[config.mk]
export PLATFORM = sky130hd
export DESIGN_NAME = iter_div
export DESIGN_NICKNAME = d
export VERILOG_FILES = /design/src/rtl/iter_div_pkg.sv /design/src/rtl/iter_div_cla_sub33.sv /design/src/rtl/iter_div.sv
export SDC_FILE = /design/constraint.sdc
export NUM_CORES = 1
export LEC_CHECK = 0
export ABC_AREA = 0
export CAP_MARGIN = 20
export CORE_MARGIN = 2
export CORE_UTILIZATION = 59
export CTS_CLUSTER_SIZE = 24
export DETAILED_ROUTE_END_ITERATION = 6
export PLACE_DENSITY = 0.91
export SLEW_MARGIN = 15
export SYNTH_ARGS = -nofsm -noshare
export SYNTH_HDL_FRONTEND = slang
export SYNTH_SLANG_ARGS = --single-unit
[constraint.sdc]
create_clock -name clk -period 5.8 [get_ports clk]
set_input_delay 1.45 -clock clk [delete_from_list [all_inputs] [get_ports clk]]
set_output_delay 1.45 -clock clk [all_outputs]
set_load 0.02 [all_outputs]
[src/rtl/iter_div_pkg.sv]
// Shared constants, op encodings and FSM states for the iterative divider.
package iter_div_pkg;

    localparam int XLEN  = 32;
    localparam int CNT_W = 5;

    localparam logic [XLEN-1:0] INT_MIN  = 32'h8000_0000;
    localparam logic [XLEN-1:0] ALL_ONES = 32'hFFFF_FFFF;

    localparam logic [1:0] OP_DIV  = 2'b00;
    localparam logic [1:0] OP_DIVU = 2'b01;
    localparam logic [1:0] OP_REM  = 2'b10;
    localparam logic [1:0] OP_REMU = 2'b11;

    typedef enum logic [2:0] {
        IDLE = 3'd0,
        PREP = 3'd1,
        ITER = 3'd2,
        FIX  = 3'd3,
        DONE = 3'd4
    } state_t;

endpackage

[src/rtl/iter_div_cla_sub33.sv]
// 33-bit subtractor x - y from eight 4-bit lookahead slices plus a sign bit.
module cla_sub33 (
    input  logic [32:0] x,
    input  logic [32:0] y,
    output logic [31:0] diff,
    output logic        neg
);
    logic [32:0] yn;
    logic [8:0]  c;

    assign yn   = ~y;
    assign c[0] = 1'b1;

    for (genvar i = 0; i < 8; i++) begin : g_slice
        logic [3:0] g, p, cc;
        assign g     = x[4*i +: 4] & yn[4*i +: 4];
        assign p     = x[4*i +: 4] ^ yn[4*i +: 4];
        assign cc[0] = c[i];
        assign cc[1] = g[0] | (p[0] & c[i]);
        assign cc[2] = g[1] | (p[1] & g[0]) | (p[1] & p[0] & c[i]);
        assign cc[3] = g[2] | (p[2] & g[1]) | (p[2] & p[1] & g[0])
                     | (p[2] & p[1] & p[0] & c[i]);
        assign c[i+1] = g[3] | (p[3] & g[2]) | (p[3] & p[2] & g[1])
                      | (p[3] & p[2] & p[1] & g[0])
                      | (p[3] & p[2] & p[1] & p[0] & c[i]);
        assign diff[4*i +: 4] = p ^ cc;
    end

    assign neg = x[32] ^ yn[32] ^ c[8];

endmodule

[src/rtl/iter_div.sv]
// Radix-2 restoring divider for DIV/DIVU/REM/REMU, 36 cycles per operation.
module iter_div
    import iter_div_pkg::*;
(
    input  logic            clk,
    input  logic            rst_n,
    input  logic            start,
    input  logic [1:0]      op,
    input  logic [XLEN-1:0] a,
    input  logic [XLEN-1:0] b,
    input  logic            flush,
    output logic            ready,
    output logic            busy,
    output logic            valid,
    output logic [XLEN-1:0] result
);
    state_t state_q, state_d;

    logic [1:0]      op_q;
    logic [XLEN-1:0] quo_q, dvs_q, rem_q, res_q;
    logic [CNT_W-1:0] cnt_q;
    logic            qneg_q, rneg_q;

    logic            accept, special, is_signed;
    logic [XLEN-1:0] special_val, sel, sub_d;
    logic [XLEN:0]   rsh, sub_x, sub_y;
    logic            sub_neg;

    assign accept    = start & ~flush;
    assign is_signed = ~op_q[0];
    assign rsh       = {rem_q, quo_q[XLEN-1]};
    assign sel       = op_q[1] ? rem_q : quo_q;
    assign result    = res_q;

    // One subtractor: trial subtract in ITER, negation (0 - sel) in FIX
    assign sub_x = (state_q == FIX) ? '0 : rsh;
    assign sub_y = {1'b0, (state_q == FIX) ? sel : dvs_q};

    cla_sub33 u_sub (
        .x    (sub_x),
        .y    (sub_y),
        .diff (sub_d),
        .neg  (sub_neg)
    );

    always_comb begin
        special     = 1'b0;
        special_val = '0;
        if (b == '0) begin
            special     = 1'b1;
            special_val = op[1] ? a : ALL_ONES;
        end else if (!op[0] && a == INT_MIN && b == ALL_ONES) begin
            special     = 1'b1;
            special_val = op[1] ? '0 : INT_MIN;
        end
    end

    always_ff @(posedge clk or negedge rst_n) begin
        if (!rst_n) state_q <= IDLE;
        else        state_q <= state_d;
    end

    always_comb begin
        state_d = state_q;
        ready   = 1'b0;
        busy    = 1'b0;
        valid   = 1'b0;
        unique case (state_q)
            IDLE: begin
                ready = 1'b1;
                if (accept) state_d = special ? DONE : PREP;
            end
            PREP: begin
                busy    = 1'b1;
                state_d = ITER;
            end
            ITER: begin
                busy = 1'b1;
                if (&cnt_q) state_d = FIX;
            end
            FIX: begin
                busy    = 1'b1;
                state_d = DONE;
            end
            DONE: begin
                valid   = 1'b1;
                state_d = IDLE;
            end
            default: state_d = IDLE;
        endcase
        if (flush && state_q != IDLE) state_d = IDLE;
    end

    always_ff @(posedge clk or negedge rst_n) begin
        if (!rst_n) begin
            op_q   <= '0;
            quo_q  <= '0;
            dvs_q  <= '0;
            rem_q  <= '0;
            res_q  <= '0;
            cnt_q  <= '0;
            qneg_q <= 1'b0;
            rneg_q <= 1'b0;
        end else begin
            unique case (state_q)
                IDLE: if (accept) begin
                    op_q  <= op;
                    quo_q <= a;
                    dvs_q <= b;
                    rem_q <= '0;
                    if (special) res_q <= special_val;
                end
                PREP: begin
                    quo_q  <= (is_signed && quo_q[XLEN-1]) ? -quo_q : quo_q;
                    dvs_q  <= (is_signed && dvs_q[XLEN-1]) ? -dvs_q : dvs_q;
                    qneg_q <= is_signed & (quo_q[XLEN-1] ^ dvs_q[XLEN-1]);
                    rneg_q <= is_signed & quo_q[XLEN-1];
                    rem_q  <= '0;
                    cnt_q  <= '0;
                end
                ITER: begin
                    cnt_q <= cnt_q + 1'b1;
                    quo_q <= {quo_q[XLEN-2:0], ~sub_neg};
                    rem_q <= sub_neg ? rsh[XLEN-1:0] : sub_d;
                end
                FIX: if (!flush) begin
                    res_q <= (op_q[1] ? rneg_q : qneg_q) ? sub_d : sel;
                end
                default: ;
            endcase
        end
    end

endmodule

==> results of run 1 <==
cell usage in the layout (no fill, tap or decap), drive strengths merged, types with 4 or more instances in the layout:
master | Yosys | final
a211oi | 11 | 11
a21o | 6 | 6
a21oi | 118 | 118
a221oi | 24 | 24
a222oi | 4 | 4
a22oi | 11 | 11
a31oi | 13 | 13
and2 | 33 | 33
and3 | 5 | 5
buf | 17 | 20
clkbuf | 72 | 19
clkdlybuf4s50 | 0 | 103
clkinv | 0 | 5
dfrtp | 140 | 140
fa | 7 | 7
ha | 37 | 37
inv | 35 | 40
mux2 | 15 | 15
mux2i | 63 | 63
nand2 | 151 | 151
nand2b | 4 | 4
nand3 | 26 | 26
nand4 | 13 | 13
nor2 | 129 | 129
nor3 | 51 | 51
nor3b | 8 | 8
nor4 | 24 | 24
o21ai | 174 | 174
o221ai | 8 | 8
o22ai | 18 | 18
o311ai | 7 | 7
or3 | 14 | 14
xnor2 | 20 | 20
xor2 | 8 | 8
registers in the layout, indices dropped and copies added, names as in the netlist:
signal / cells
dvs_q: 32
quo_q: 32
rem_q: 32
result: 32
cnt_q: 5
state_q: 3
op_q: 2
qneg_q: 1
rneg_q: 1
worst min path at each step:
stage               startpoint     end  slack [ns]  depth (start not counted)
finish                  rneg_q  rneg_q        0.48                          2
floorplan               rneg_q  rneg_q        0.44                          2
CTS                     rneg_q  rneg_q        0.49                          2
detailed placement      qneg_q  qneg_q        0.46                          2
global placement        qneg_q  qneg_q        0.46                          2
global route            rneg_q  rneg_q        0.51                          2
metal layers:
metal  GRT usage, %  routed length [µm]  vias up
li1               -                   -     4890
met1           53.8               13700     5324
met2           58.9               16300      876
met3           12.0                4820      190
met4           24.1                2420        2
met5              0                  11        -
report_power, final:
| group | total [mW] | internal [mW] | leakage (nW) | switching (mW) |
|---|---|---|---|---|
| clock network | 1.14 | 0.654 | 0.288 | 0.488 |
| registers | 1.64 | 1.22 | 1.76 | 0.425 |
| logic | 1.74 | 0.698 | 3.02 | 1.05 |
synth_stat cells, drive strengths merged (14+ instances only):
master,instances
o22ai,18
clkbuf,72
nor4,24
or3,14
xnor2,20
o21ai,174
mux2,15
mux2i,63
nand2,151
nor2,129
a221oi,24
dfrtp,140
inv,35
nor3,51
buf,17
and2,33
ha,37
nand3,26
a21oi,118
final cells by class:
type | count | area [µm²] | area share (%)
inverter | 35 | 131 | 1.08
clock inverter | 14 | 159 | 1.31
timing repair buffer | 124 | 1220 | 10.1
tap | 225 | 282 | 2.32
multi-input combinational | 1046 | 6420 | 52.8
sequential | 140 | 3500 | 28.8
clock buffer | 18 | 439 | 3.61
worst reg2reg max path, cell delays in order, from the launching register on:
cell,delay (ns)
sky130_fd_sc_hd__dfrtp_1,0.58
sky130_fd_sc_hd__nand2_1,0.18
sky130_fd_sc_hd__or2_2,0.58
sky130_fd_sc_hd__o21ai_0,0.39
sky130_fd_sc_hd__inv_1,0.08
sky130_fd_sc_hd__ha_1,0.32
sky130_fd_sc_hd__o21ai_0,0.13
sky130_fd_sc_hd__a22oi_1,0.36
sky130_fd_sc_hd__a21o_1,0.23
sky130_fd_sc_hd__inv_2,0.06
sky130_fd_sc_hd__o22ai_1,0.36
sky130_fd_sc_hd__a311o_1,0.30
sky130_fd_sc_hd__a31oi_1,0.14
sky130_fd_sc_hd__xnor2_2,0.70
sky130_fd_sc_hd__buf_12,0.31
sky130_fd_sc_hd__mux2i_1,0.27
sky130_fd_sc_hd__o21ai_0,0.10
per-stage QoR:
step | util (%) | setup WS (ns)
after floorplan | - | 1.16
after global placement | 66.9 | 1.05
after detailed placement | 66.9 | 0.851
after CTS | 70.3 | 0.730
after global routing | 70.5 | 0.298
final | 70.5 | 0.593
cells by family (layout without fill, tap and decap cells):
| family | after synthesis | after routing | share of synthesized area, % |
|---|---|---|---|
| mux | 78 | 78 | 7.70 |
| compound gates | 414 | 414 | 23.2 |
| fa+ha+maj | 44 | 44 | 5.80 |
| buf+inv | 124 | 191 | 4.93 |
| flops | 140 | 140 | 33.7 |
| xor+xnor | 28 | 28 | 2.36 |
| simple gates | 482 | 482 | 22.3 |
==> metrics.log, run 1 <==
INFO  metric ys_async_sr_fraction = between 90% and 100%
INFO  metric leading_register_cell_type_out_of_synthesis = sky130_fd_sc_hd__dfrtp_1
INFO  metric drc = 0
INFO  metric grt_pass1_wl = roughly 58,000 µm
INFO  metric fin_setup_tns = 0 ns
INFO  metric reg2regPathDepth = 16
INFO  metric p_leak = between 5 and 6 nW
INFO  metric power_density = ~370 nW/µm²
INFO  metric synth_fp_nets = between 1,000 and 1,500
INFO  metric critical_path.cell_chain = nand2_1 -> or2_2 -> o21ai_0 -> inv_1 -> ha_1 -> o21ai_0 -> a22oi_1 -> a21o_1 -> inv_2 -> o22ai_1 -> a311o_1 -> a31oi_1 -> xnor2_2 -> buf_12 -> mux2i_1 -> o21ai_0
INFO  metric dr_total_vias = roughly 11,000
INFO  metric cts_root_buf = sky130_fd_sc_hd__clkbuf_16
INFO  metric timing.rr.end = rem_q[14]
INFO  metric synth_seq_cells = 140
INFO  metric cts.path.max_buffers = 2
INFO  metric antenna_found_initial = 1
INFO  metric area_of_placed_instances = around 12,000 µm²
INFO  metric hold_vio_cnt_final = 0
INFO  metric crit_slowest_cell = sky130_fd_sc_hd__xnor2_2
INFO  metric synth.yosys.seq_area_share = between 30 and 40%
INFO  metric number_of_nets_with_antenna_violations_after_detailed_routing = 0
INFO  metric overflow = 0
INFO  metric stages_on_the_worst_setup_path = 16
INFO  metric synth_cell_type_count = 69
INFO  metric clock.fmax = about 0.19 GHz
INFO  metric dieArea = roughly 19,000 µm²
INFO  metric io_buffers = about 100
INFO  metric cts-buffers-inserted = 17
INFO  metric status = finished, final reports clean
INFO  metric worst_setup_path_end_kind = register
INFO  metric clk_latency = around 0.44 ns
INFO  metric groute.usage.overall = about two fifths
INFO  metric drt_iter0_drc = 1,684
INFO  metric netlist.area_leader.share = 33.7%
INFO  metric cts_post_setup_buffers_inserted = 0
INFO  metric worst_ep_required_time = around 6.1 ns
INFO  metric timing.critical_path.from_type = register
INFO  metric worst_max_slew_margin_expressed_relative_to_the_limit = between 20 and 25%
INFO  metric maximum_vdd_drop = ~250 µV
INFO  metric fin_cells = between 1,500 and 2,000
INFO  metric worst_path_most_repeated_cell = sky130_fd_sc_hd__o21ai_0
INFO  metric totalPowerFinal = approximately 4.5 mW
INFO  metric worstSetupStartpoint = state_q[1]
INFO  metric fillCellCount = around 1,300
INFO  metric yosysWarningCount = 0
INFO  metric finalCritPeriodShare = roughly 90%
INFO  metric io_pins = about 110
INFO  metric first_global_vias = about 10,000
INFO  metric grt_setup_unrepaired = false
INFO  metric post_cts.resized_instances = 0
INFO  metric clock_sinks = between 100 and 150
INFO  metric cpLargestDelayFamily = compound AO/OA/AOI/OAI gates
INFO  metric crit_buf_inv = 3
INFO  metric antenna_cells_inserted = 0
INFO  metric fin_area = 12,200 µm²
INFO  metric syn_area_per_cell = 7.93 µm²
INFO  metric final_layout_size_suffix_gt1_share = roughly 6.3%
INFO  metric grt_max_degree = between 100 and 150
INFO  metric critical_path.endpoint = rem_q[14]
INFO  metric tightestPinTransition = roughly 1.2 ns
INFO  metric hold_class = reg2reg
INFO  metric tritoncts = built
INFO  metric regToRegStartpoint = state_q[1]
INFO  metric place_hpwl = around 26,000 µm
INFO  metric htreeDepth = 4
INFO  metric cp_max_fo = 42
INFO  metric synth_edf_count = 0
INFO  metric critical_path_arrival = 5.51 ns
INFO  metric cts.reportedPaths.clkPinSlew = 0.07 ns
INFO  metric final_nets = 1,478
INFO  metric die_w = about 140 µm
INFO  metric syn_area = between 10,000 and 15,000 µm²
INFO  metric finalMaxSlewViolations = 0
INFO  metric drt-pass1-iter-count = 6
INFO  metric cpPeakStageDelay = ~0.70 ns
INFO  metric routedWlPerCell = roughly 23 µm
INFO  metric start_util = 60.3%
INFO  metric vias_per_cell = approximately 7.0
INFO  metric holdBufCountCts = 0
INFO  metric netlist_top_cells_area = sky130_fd_sc_hd__dfrtp_1 34%, sky130_fd_sc_hd__o21ai_0 7.9%, sky130_fd_sc_hd__mux2i_1 6.1%
INFO  metric placeableCoreArea = about 17,000 µm²
INFO  metric replace_congestion = roughly 1
INFO  metric yosys.area.top_type = sky130_fd_sc_hd__dfrtp_1
INFO  metric area_delta_synth_final = 17.0%
INFO  metric final-setup-viol-count = 0
INFO  metric core.rowCount = 48
INFO  metric critical_path_class = reg2reg
INFO  metric postRouteWirelength = roughly 37,000 µm
INFO  metric die_h = 137 µm
INFO  metric layout_min_cycle_time = ~5.2 ns
INFO  metric maxCapViolCount = 0
INFO  metric postSynthCellCount = between 1,000 and 1,500
INFO  metric clock-skew-final = 0.0144 ns
INFO  metric dp.cells = between 1,500 and 2,000
INFO  metric ff2ff_setup_slack = 0.59 ns
INFO  metric hold_ws = 0.481 ns
(Power assumes the default switching activity.)
==> run 2: changes to the inputs <==
- CORE_UTILIZATION: 59 -> 53
- CTS_CLUSTER_SIZE: 24 -> 28
- PLACE_DENSITY: 0.91 -> 0.87
- clock period: 5.8 -> 4.6 ns (I/O delays scaled with it)
==> run 2 against run 1 <==
Compared with the run above:
- the run now ends with design-rule violations left
- sequential share of layout area fell by 0.44 points
- total power is 29% higher
- routed wire length shrank 3.5%
- cell count up 2.9%
- clock-buffer cell count is 2 higher
- global-route usage shrank 5.3 points
- critical endpoint is now result[25]
- largest cell class unchanged
==> metrics.log, run 2 (synthesis results as in run 1) <==
INFO  metric clock_sinks = 140
INFO  metric number_of_nets_with_antenna_violations_after_detailed_routing = 0
INFO  metric drt_iter0_drc = 1,787
INFO  metric timing.rr.end = result[25]
INFO  metric grt_max_degree = 84
INFO  metric final_common_cell = sky130_fd_sc_hd__o21ai_0
INFO  metric io_pins = between 100 and 150
INFO  metric final_layout_size_suffix_gt1_share = around 6.8%
INFO  metric tritoncts = built
INFO  metric final_nets = between 1,000 and 1,500
INFO  metric regToRegStartpoint = state_q[1]
INFO  metric place_hpwl = between 20,000 and 30,000 µm
INFO  metric instance_count_along_the_most_critical_hold_path = 2
INFO  metric cp_max_fo = 16
INFO  metric cts_post_setup_buffers_inserted = 0
INFO  metric dieArea = around 21,000 µm²
INFO  metric final-setup-viol-count = 0
INFO  metric layout_min_cycle_time = between 4 and 5 ns
INFO  metric power_switching = around 2.5 mW
INFO  metric area_delta_synth_final = 18.8%
INFO  metric netSwitchingFraction = a little over two fifths
INFO  metric die_w = roughly 140 µm
INFO  metric hold_class = reg2reg
INFO  metric hold_ws = 0.472 ns
INFO  metric critical_path_arrival = 4.64 ns
INFO  metric dp.cells = roughly 1,600
INFO  metric maxCapViolCount = 0
INFO  metric clock.fmax = 0.231 GHz
INFO  metric p_leak = about 5 nW
INFO  metric holdPathEnd = qneg_q
INFO  metric drc = 3
INFO  metric tightestPinTransition = 0.974 ns
INFO  metric fin_setup_tns = 0 ns
INFO  metric clock-skew-final = 0.0109 ns
INFO  metric core.rowCount = 51
INFO  metric postRouteWirelength = around 36,000 µm
INFO  metric regArea = 3500 µm²
INFO  metric placeableCoreArea = approximately 19,000 µm²
INFO  metric timing.critical_path.from_type = register
INFO  metric groute.usage.overall = between 30% and 40%
INFO  metric worst_setup_path_end_kind = register
INFO  metric htreeDepth = 4
INFO  metric drt-pass1-iter-count = 7
INFO  metric clk_latency = 0.44 ns
INFO  metric power.share.clock = 26.1%
INFO  metric replace_congestion = roughly 1
INFO  metric finalMaxSlewViolations = 0
INFO  metric dr_total_vias = approximately 11,000
INFO  metric antenna_found_initial = 0
INFO  metric worst_ep_required_time = between 4 and 5 ns
INFO  metric min-delay-start = qneg_q
INFO  metric cts.reportedPaths.clkPinSlew = about 0.060 ns
INFO  metric antenna_cells_inserted = 0
INFO  metric multi_input_comb_area = between 6000 and 7000 µm²
INFO  metric routedWlPerCell = 21.8 µm
INFO  metric sequentialPowerShare = between 30% and 40%
INFO  metric cts-buffers-inserted = 17
INFO  metric grt_pass1_wl = around 56,000 µm
INFO  metric first_global_vias = 10,100
INFO  metric maximum_vdd_drop = ~350 µV
INFO  metric cts_root_buf = sky130_fd_sc_hd__clkbuf_16
INFO  metric grt_setup_unrepaired = false
INFO  metric power_density = ~470 nW/µm²
INFO  metric cts.path.max_buffers = 2
INFO  metric status = finished, violations left
INFO  metric vias_per_cell = ~6.7
INFO  metric ff2ff_setup_slack = roughly 0.27 ns
INFO  metric die_h = 144 µm
INFO  metric reg2regPathDepth = 18
INFO  metric overflow = 0
INFO  metric critical_path_class = reg2reg
INFO  metric post_cts.resized_instances = 0
INFO  metric power.share.combinational = approximately 37%
INFO  metric finalCritPeriodShare = 94.0%
INFO  metric violations = design-rule violations
INFO  metric holdBufCountCts = 0
INFO  metric fillCellCount = ~1,500
INFO  metric commonest_cells_after_routing_fill_and_taps_aside = 164 x sky130_fd_sc_hd__o21ai_0, 151 x sky130_fd_sc_hd__nand2_1, 139 x sky130_fd_sc_hd__dfrtp_1, 128 x sky130_fd_sc_hd__nor2_1, 118 x sky130_fd_sc_hd__a21oi_1
INFO  metric worst_max_slew_margin_expressed_relative_to_the_limit = 35.1%
INFO  metric layout_setup_ws = around 0.27 ns
INFO  metric start_util = between 50 and 60%
INFO  metric fin_cells = around 1,600
INFO  metric io_buffers = 104
INFO  metric p_int = 3.37 mW
INFO  metric hold_vio_cnt_final = 0
INFO  metric dp_worst_setup_slack = ~0.21 ns
-- run 2: changes by cell type in the layout (fill, tap and decap cells not counted), moves of 2 or more --
| cell | before | now |
|---|---|---|
| sky130_fd_sc_hd__buf_12 | 1 | 5 |
| sky130_fd_sc_hd__buf_4 | 17 | 21 |
| sky130_fd_sc_hd__bufinv_16 | 2 | 4 |
| sky130_fd_sc_hd__inv_6 | 5 | 2 |
-- run 2: worst max-delay path by stage --
stage	end	from	slack [ns]
after floorplan	result[25]	op_q[1]	0.15
after global placement	result[10]	a[16]	0.12
after detailed placement	result[10]	a[16]	0.21
after CTS	result[25]	state_q[0]	0.15
after global routing	result[25]	state_q[1]	0.005
final	result[25]	state_q[1]	0.27
-- run 2: area by class of cell --
type	count	share of cell area [%]
repair buffers	131	10.7
clock buffers	20	3.70
flip-flops and latches	140	28.4
well taps	265	2.69
multi-input cells	1046	52.0
clock inverters	12	1.49
inverters	35	1.06
-- run 2: worst max-delay path, stage by stage (launching register included) --
cell	delay (ns)
sky130_fd_sc_hd__dfrtp_1	0.35
sky130_fd_sc_hd__nand2_1	0.08
sky130_fd_sc_hd__or2_2	0.44
sky130_fd_sc_hd__o21ai_0	0.31
sky130_fd_sc_hd__inv_1	0.07
sky130_fd_sc_hd__ha_1	0.32
sky130_fd_sc_hd__o21ai_0	0.17
sky130_fd_sc_hd__a22oi_2	0.27
sky130_fd_sc_hd__a21o_1	0.22
sky130_fd_sc_hd__inv_2	0.06
sky130_fd_sc_hd__o22ai_2	0.24
sky130_fd_sc_hd__o21ai_0	0.19
sky130_fd_sc_hd__o211ai_1	0.33
sky130_fd_sc_hd__a21oi_1	0.15
sky130_fd_sc_hd__fa_1	0.39
sky130_fd_sc_hd__xnor2_1	0.15
sky130_fd_sc_hd__a21oi_1	0.13
sky130_fd_sc_hd__o21ai_0	0.08
sky130_fd_sc_hd__mux2_2	0.27
-- run 2: metrics by stage --
stage                     util, %  cell area (µm²)  power (mW)
after detailed placement     60.4            11700        4.20
after CTS                    63.7            12300        5.73
after global placement       60.4            11700        4.14
after global routing         63.8            12300        6.10
after floorplan                 -            10400        3.31
final                        63.8            12300        5.85
-- run 2: metal layers --
metal	vias up	GRT usage, %	routed length [µm]
li1	4905	-	-
met1	5193	48.4	13400
met2	815	50.3	15200
met3	143	10.5	5240
met4	0	18.8	2090
met5	-	0	0
-- run 2: power groups by stage --
stage | Clock [mW] | Combinational, mW | Sequential, mW
final | 1.53 | 2.18 | 2.14
after global routing | 1.58 | 2.38 | 2.15
after CTS | 1.52 | 2.12 | 2.09
after detailed placement | 0 | 2.09 | 2.11
after global placement | 0 | 2.04 | 2.10
after floorplan | 0 | 1.38 | 1.93
